$ cat config.mk
export PLATFORM = sky130hd
export DESIGN_NAME = rv32_alu_share_ctrl
export DESIGN_NICKNAME = d
export VERILOG_FILES = /design/src/rtl/rv32_alu_share_ctrl.sv
export SDC_FILE = /design/constraint.sdc
export NUM_CORES = 1
export LEC_CHECK = 0
export ABC_CLOCK_PERIOD_IN_PS = 5800
export BUFFER_PORTS_ARGS = -buffer_cell sky130_fd_sc_hd__buf_2
export CELL_PAD_IN_SITES_DETAIL_PLACEMENT = 1
export CELL_PAD_IN_SITES_GLOBAL_PLACEMENT = 1
export CORE_UTILIZATION = 31
export CTS_CLUSTER_DIAMETER = 100
export DETAILED_ROUTE_END_ITERATION = 10
export MAX_ROUTING_LAYER = met4
export PLACE_DENSITY_LB_ADDON = 0.1
export SKIP_LAST_GASP = 1
export SYNTH_ARGS = -nofsm -noshare
export SYNTH_HDL_FRONTEND = slang
export SYNTH_SLANG_ARGS = --single-unit
$ cat constraint.sdc
create_clock -name i_clk -period 5.8 [get_ports i_clk]
set_clock_uncertainty 0.05 [all_clocks]
set_input_delay 1.74 -clock i_clk [delete_from_list [all_inputs] [get_ports i_clk]]
set_output_delay 1.74 -clock i_clk [all_outputs]
set_load 0.01 [all_outputs]
$ cat src/rtl/rv32_alu_share_ctrl.sv
// Round-robin share controller placing one multicycle rv32_alu_fsm behind two requesters.
// Optional wait-timeout error path is compiled in with `define ALU_TIMEOUT_EN.
module rv32_alu_share_ctrl #(
  parameter int XLEN           = 32,
  parameter int TIMEOUT_CYCLES = 64
) (
  input  logic              i_clk,
  input  logic              i_rst,
  input  logic [1:0]        i_req_valid,
  input  logic [2*XLEN-1:0] i_req_op_a,
  input  logic [2*XLEN-1:0] i_req_op_b,
  input  logic [3:0]        i_req_sel,
  output logic [1:0]        o_req_ready,
  output logic [1:0]        o_rsp_valid,
  output logic [XLEN-1:0]   o_rsp_result,
  output logic              o_rsp_carry,
  output logic              o_rsp_err,
  output logic              o_busy,
  output logic [XLEN-1:0]   o_alu_operand_one,
  output logic [XLEN-1:0]   o_alu_operand_two,
  output logic [1:0]        o_alu_sel,
  output logic              o_alu_stall_reset,
  input  logic              i_alu_data_valid,
  input  logic [XLEN-1:0]   i_alu_result,
  input  logic              i_alu_carry_out
);

  typedef enum logic [1:0] {
    S_IDLE  = 2'd0,
    S_ISSUE = 2'd1,
    S_WAIT  = 2'd2,
    S_RESP  = 2'd3
  } state_e;

  state_e            state_q;
  logic              rr_q;
  logic              gnt_q;
  logic [XLEN-1:0]   op_a_q;
  logic [XLEN-1:0]   op_b_q;
  logic [1:0]        sel_q;
  logic              stall_q;
  logic [1:0]        rsp_valid_q;
  logic [XLEN-1:0]   result_q;
  logic              carry_q;
  logic              err_q;

  logic              gnt_d;
  logic [XLEN-1:0]   op_a_d;
  logic [XLEN-1:0]   op_b_d;
  logic [1:0]        sel_d;
  logic              accept;
  logic              timeout;

  // Lone requester always wins; under contention the round-robin pointer decides.
  always_comb begin
    gnt_d  = (i_req_valid == 2'b11) ? rr_q : i_req_valid[1];
    op_a_d = gnt_d ? i_req_op_a[XLEN +: XLEN] : i_req_op_a[0 +: XLEN];
    op_b_d = gnt_d ? i_req_op_b[XLEN +: XLEN] : i_req_op_b[0 +: XLEN];
    sel_d  = gnt_d ? i_req_sel[3:2] : i_req_sel[1:0];
  end

  // Ready is gated by reset so every output reads 0 while i_rst is held.
  assign accept      = (state_q == S_IDLE) && (|i_req_valid) && !i_rst;
  assign o_req_ready = accept ? {gnt_d, ~gnt_d} : 2'b00;

`ifdef ALU_TIMEOUT_EN
  localparam int CW = $clog2(TIMEOUT_CYCLES + 1);
  logic [CW-1:0] wait_cnt_q;
  // Asserted in the TIMEOUT_CYCLES-th WAIT cycle.
  assign timeout = (wait_cnt_q == CW'(TIMEOUT_CYCLES - 1));
`else
  assign timeout = 1'b0;
`endif

  // NOTE: every register below updates with <= so all of them sample the
  // same pre-edge values; mixing in = would make results order-dependent.
  always_ff @(posedge i_clk) begin
    if (i_rst) begin
      state_q     <= S_IDLE;
      rr_q        <= 1'b0;
      gnt_q       <= 1'b0;
      op_a_q      <= '0;
      op_b_q      <= '0;
      sel_q       <= 2'b00;
      stall_q     <= 1'b0;
      rsp_valid_q <= 2'b00;
      result_q    <= '0;
      carry_q     <= 1'b0;
      err_q       <= 1'b0;
`ifdef ALU_TIMEOUT_EN
      wait_cnt_q  <= '0;
`endif
    end else begin
      stall_q     <= 1'b0;
      rsp_valid_q <= 2'b00;
      case (state_q)
        S_IDLE: begin
          if (accept) begin
            gnt_q   <= gnt_d;
            rr_q    <= ~gnt_d;
            op_a_q  <= op_a_d;
            op_b_q  <= op_b_d;
            sel_q   <= sel_d;
            stall_q <= 1'b1;
            state_q <= S_ISSUE;
          end
        end
        S_ISSUE: begin
          // ALU valid is stale here, so it is deliberately not looked at.
`ifdef ALU_TIMEOUT_EN
          wait_cnt_q <= '0;
`endif
          state_q <= S_WAIT;
        end
        S_WAIT: begin
`ifdef ALU_TIMEOUT_EN
          wait_cnt_q <= wait_cnt_q + 1'b1;
`endif
          if (i_alu_data_valid) begin
            result_q    <= i_alu_result;
            carry_q     <= i_alu_carry_out;
            err_q       <= 1'b0;
            rsp_valid_q <= {gnt_q, ~gnt_q};
            state_q     <= S_RESP;
          end else if (timeout) begin
            result_q    <= '0;
            carry_q     <= 1'b0;
            err_q       <= 1'b1;
            rsp_valid_q <= {gnt_q, ~gnt_q};
            state_q     <= S_RESP;
          end
        end
        S_RESP: begin
          state_q <= S_IDLE;
        end
        default: state_q <= S_IDLE;
      endcase
    end
  end

  assign o_busy            = (state_q != S_IDLE);
  assign o_rsp_valid       = rsp_valid_q;
  assign o_rsp_result      = result_q;
  assign o_rsp_carry       = carry_q;
  assign o_rsp_err         = err_q;
  assign o_alu_operand_one = op_a_q;
  assign o_alu_operand_two = op_b_q;
  assign o_alu_sel         = sel_q;
  assign o_alu_stall_reset = stall_q;

endmodule
==> results.sh <==
export IMPL_outcome="finished, final reports clean"
export IMPL_path_max_fanout=67
export IMPL_rsz0062_at_grt="no"
export IMPL_hold_class="register to register"
export IMPL_cts_hold_buffers=0
export IMPL_path_class="input pin to primary output"
export IMPL_p_per_area_nw_per_um2=417
export IMPL_synth_most_common_cell="nand2_1"
export IMPL_cpPeakStageDelay_ns=0.75
export IMPL_clk_path_buf_depth=2
export IMPL_reg2reg_to="o_alu_operand_one[20]$_SDFFE_PP0P_"
export IMPL_seq_area_um2=2120
export IMPL_ys_seq_elements=106
export IMPL_ant_nets=0
export IMPL_syn_inst=486
export IMPL_synth_edf_count=0
export IMPL_numCtsBuffers=9
export IMPL_grt_pass1_wl_um=23200
export IMPL_routedWlPerCell_um=16.3
export IMPL_finalHoldViolCount=0
export IMPL_tns_ns=0
export IMPL_cts_setup_buffers=0
export IMPL_r2r_start="state_q[0]$_SDFFE_PP0P_"
export IMPL_cts_tree="yes"
export IMPL_hold_depth=1
export IMPL_drive_gt1_share_pct=41.1
export IMPL_seq_area_frac_synth_pct=50.2
export IMPL_dr_pass1_iters=4
export IMPL_dieArea_um2=14100
export IMPL_hold_start="gnt_q$_SDFFE_PP0P_"
export IMPL_syn_nets=658
export IMPL_r2r_slack_ns=3.67
export IMPL_rr_worst_depth=6
export IMPL_coreArea_um2=13300
export IMPL_fin_util_pct=44.6
export IMPL_grt_max_degree=70
export IMPL_worstHoldEndpoint="o_rsp_valid[0]$_SDFF_PP0_"
export IMPL_vias_per_cell=5.05
export IMPL_avgSynthCellArea_um2=8.70
export IMPL_slew_viol_final=0
export IMPL_path_cells="buf_2, nand2b_1, and4_4, buf_2"
export IMPL_drc=0
export IMPL_cts_resized=0
export IMPL_setup_viol=0
export IMPL_yosys_warnings=0
export IMPL_final_area_um2=5930
export IMPL_place_area_um2=5600
export IMPL_irDropWorstVdd_uv=152
export IMPL_cp_common_cell="buf_2"
export IMPL_ios=276
export IMPL_cts_sinks=106
export IMPL_drt_iter0_drc=241
export IMPL_synth_async_sr_flop_share_pct=0
export IMPL_syn_area_um2=4230
export IMPL_max_freq_mhz=208
export IMPL_gp_congestion=0.805
export IMPL_synth_top_area_cell="dfxtp_1"
export IMPL_finalCritPeriodShare_pct=82.8
export IMPL_grt_pass1_vias=4558
export IMPL_critPathLaunchType="input pin"
export IMPL_dp_hpwl_um=10300
export IMPL_multi_input_area_um2=1830
export IMPL_io_buffers=274
export IMPL_die_x_um=119
export IMPL_die_h_um=119
export IMPL_n_fill_cell=1674
export IMPL_worst_path_max_delay_cell="and4_4"
export IMPL_row_count=42
export IMPL_start_util_pct=31.8
export IMPL_tightest_slew_ns=1.23
export IMPL_overflow=0
export IMPL_required_ns=4.01
export IMPL_critPathBufInv=2
export IMPL_globalRouteTotalUtil_pct=21.4
export IMPL_slew_headroom_pct=17.8
export IMPL_critPathTopFamily="simple AND/OR/NAND/NOR gates"
export IMPL_worst_setup_path_end_kind="primary output"
export IMPL_cts_root_buf="clkbuf_16"
export IMPL_synth_cell_types=26
export IMPL_synth_area_top_cells="dfxtp_1 50%, a221o_1 16%, nand2_1 12%"
export IMPL_ys_flop_type="dfxtp_1"
export IMPL_fin_crit_ns=4.80
export IMPL_final_nets=897
export IMPL_clk_pin_slew_worst_paths_ns=0.07
export IMPL_antenna_found_initial=2
export IMPL_totalWireLength_um=14800
export IMPL_p_leak_uw=0.00286
export IMPL_area_delta_synth_final_pct=40.1
export IMPL_drv_cap=0
export IMPL_netlist_top_cells_count="138 x nand2_1, 106 x dfxtp_1, 67 x nor3_1"
export IMPL_htreeDepth=3
export IMPL_arrival_ns=3.01
export IMPL_synth_top_area_share_pct=50.2
export IMPL_num_vias=4589
export IMPL_clk_latency_ns=0.34
[through the flow]
stage / setup WS, ns / power (uW) / std cells / hold slack (ns)
after floorplan: 1.37 / 1510 / 486 / 0.366
after global placement: 1.01 / 1810 / 890 / 0.389
after detailed placement: 0.998 / 1840 / 890 / 0.398
after CTS: 0.996 / 2510 / 906 / 0.407
after global routing: 0.909 / 2620 / 908 / 0.410
final: 0.997 / 2470 / 908 / 0.402
[cell families after synthesis]
| family | after synthesis | synth area share [%] |
|---|---|---|
| simple gates | 217 | 21.9 |
| flops | 106 | 50.2 |
| compound gates | 104 | 20.4 |
| buf+inv | 55 | 6.57 |
| fa+ha+maj | 2 | 0.592 |
| mux | 1 | 0.237 |
| other cells | 1 | 0.0887 |
[worst max-delay path by stage]
stage	to	slack (ns)	from	cells after the start
3_3_place_gp	o_req_ready[1]	1.01	i_req_valid[0]	4
4_1_cts	o_req_ready[1]	1.0	i_req_valid[0]	4
5_1_grt	o_req_ready[1]	0.91	i_req_valid[0]	4
6_report	o_req_ready[1]	1.0	i_req_valid[0]	4
2_1_floorplan	o_req_ready[0]	1.37	i_req_valid[0]	4
3_5_place_dp	o_req_ready[1]	1.0	i_req_valid[0]	4
[metal layers]
layer	global-route usage, %	share of wire [%]	vias up
li1	-	-	2210
met1	26.4	42	2148
met2	34.1	48	207
met3	4.20	7.6	24
met4	8.62	2.3	0
met5	-	0	-
[area by class of cell]
class                   instances  share of cell area, %
clock inverters                 4                   1.27
inverters                       4                  0.253
repair buffers                279                   23.8
flip-flops and latches        106                   35.8
multi-input cells             325                   30.9
clock buffers                  12                   4.16
diodes                          2                 0.0844
well taps                     176                   3.72
[cell usage in the layout (no fill, tap or decap), drive strengths merged]
| cell | synthesis | routed |
|---|---|---|
| buf | 26 | 279 |
| nand2 | 138 | 138 |
| dfxtp | 106 | 106 |
| nor3 | 67 | 67 |
| a221o | 66 | 66 |
| a21oi | 35 | 35 |
| clkbuf | 25 | 12 |
| inv | 4 | 4 |
| nor2 | 3 | 3 |
| diode | 0 | 2 |
| ha | 2 | 2 |
| bufinv | 0 | 2 |
| clkinvlp | 0 | 2 |
| and2 | 2 | 2 |
| nand2b | 2 | 2 |
| nor3b | 1 | 1 |
| and4 | 1 | 1 |
| o21a | 1 | 1 |
| nor2b | 1 | 1 |
| o221a | 1 | 1 |
| mux2i | 1 | 1 |
| or2 | 1 | 1 |
| a32oi | 1 | 1 |
| and3 | 1 | 1 |
| conb | 1 | 1 |
[where the power goes]
group          switching (uW)  internal, uW  leakage [uW]  total (uW)
sequential               91.1           902      0.000868         993
combinational             482           334       0.00184         816
clock                     270           391      0.000149         661
total                     843          1630       0.00286        2470
[registers in the layout, summed over array words and instances, names as in the netlist]
signal	flops
o_alu_stall_reset	1
o_alu_operand_one	32
o_rsp_result	32
o_alu_sel	2
o_rsp_valid	2
gnt_q	1
rr_q	1
o_alu_operand_two	32
state_q	2
o_rsp_carry	1
No activity file was read; power rests on OpenSTA's default activity.
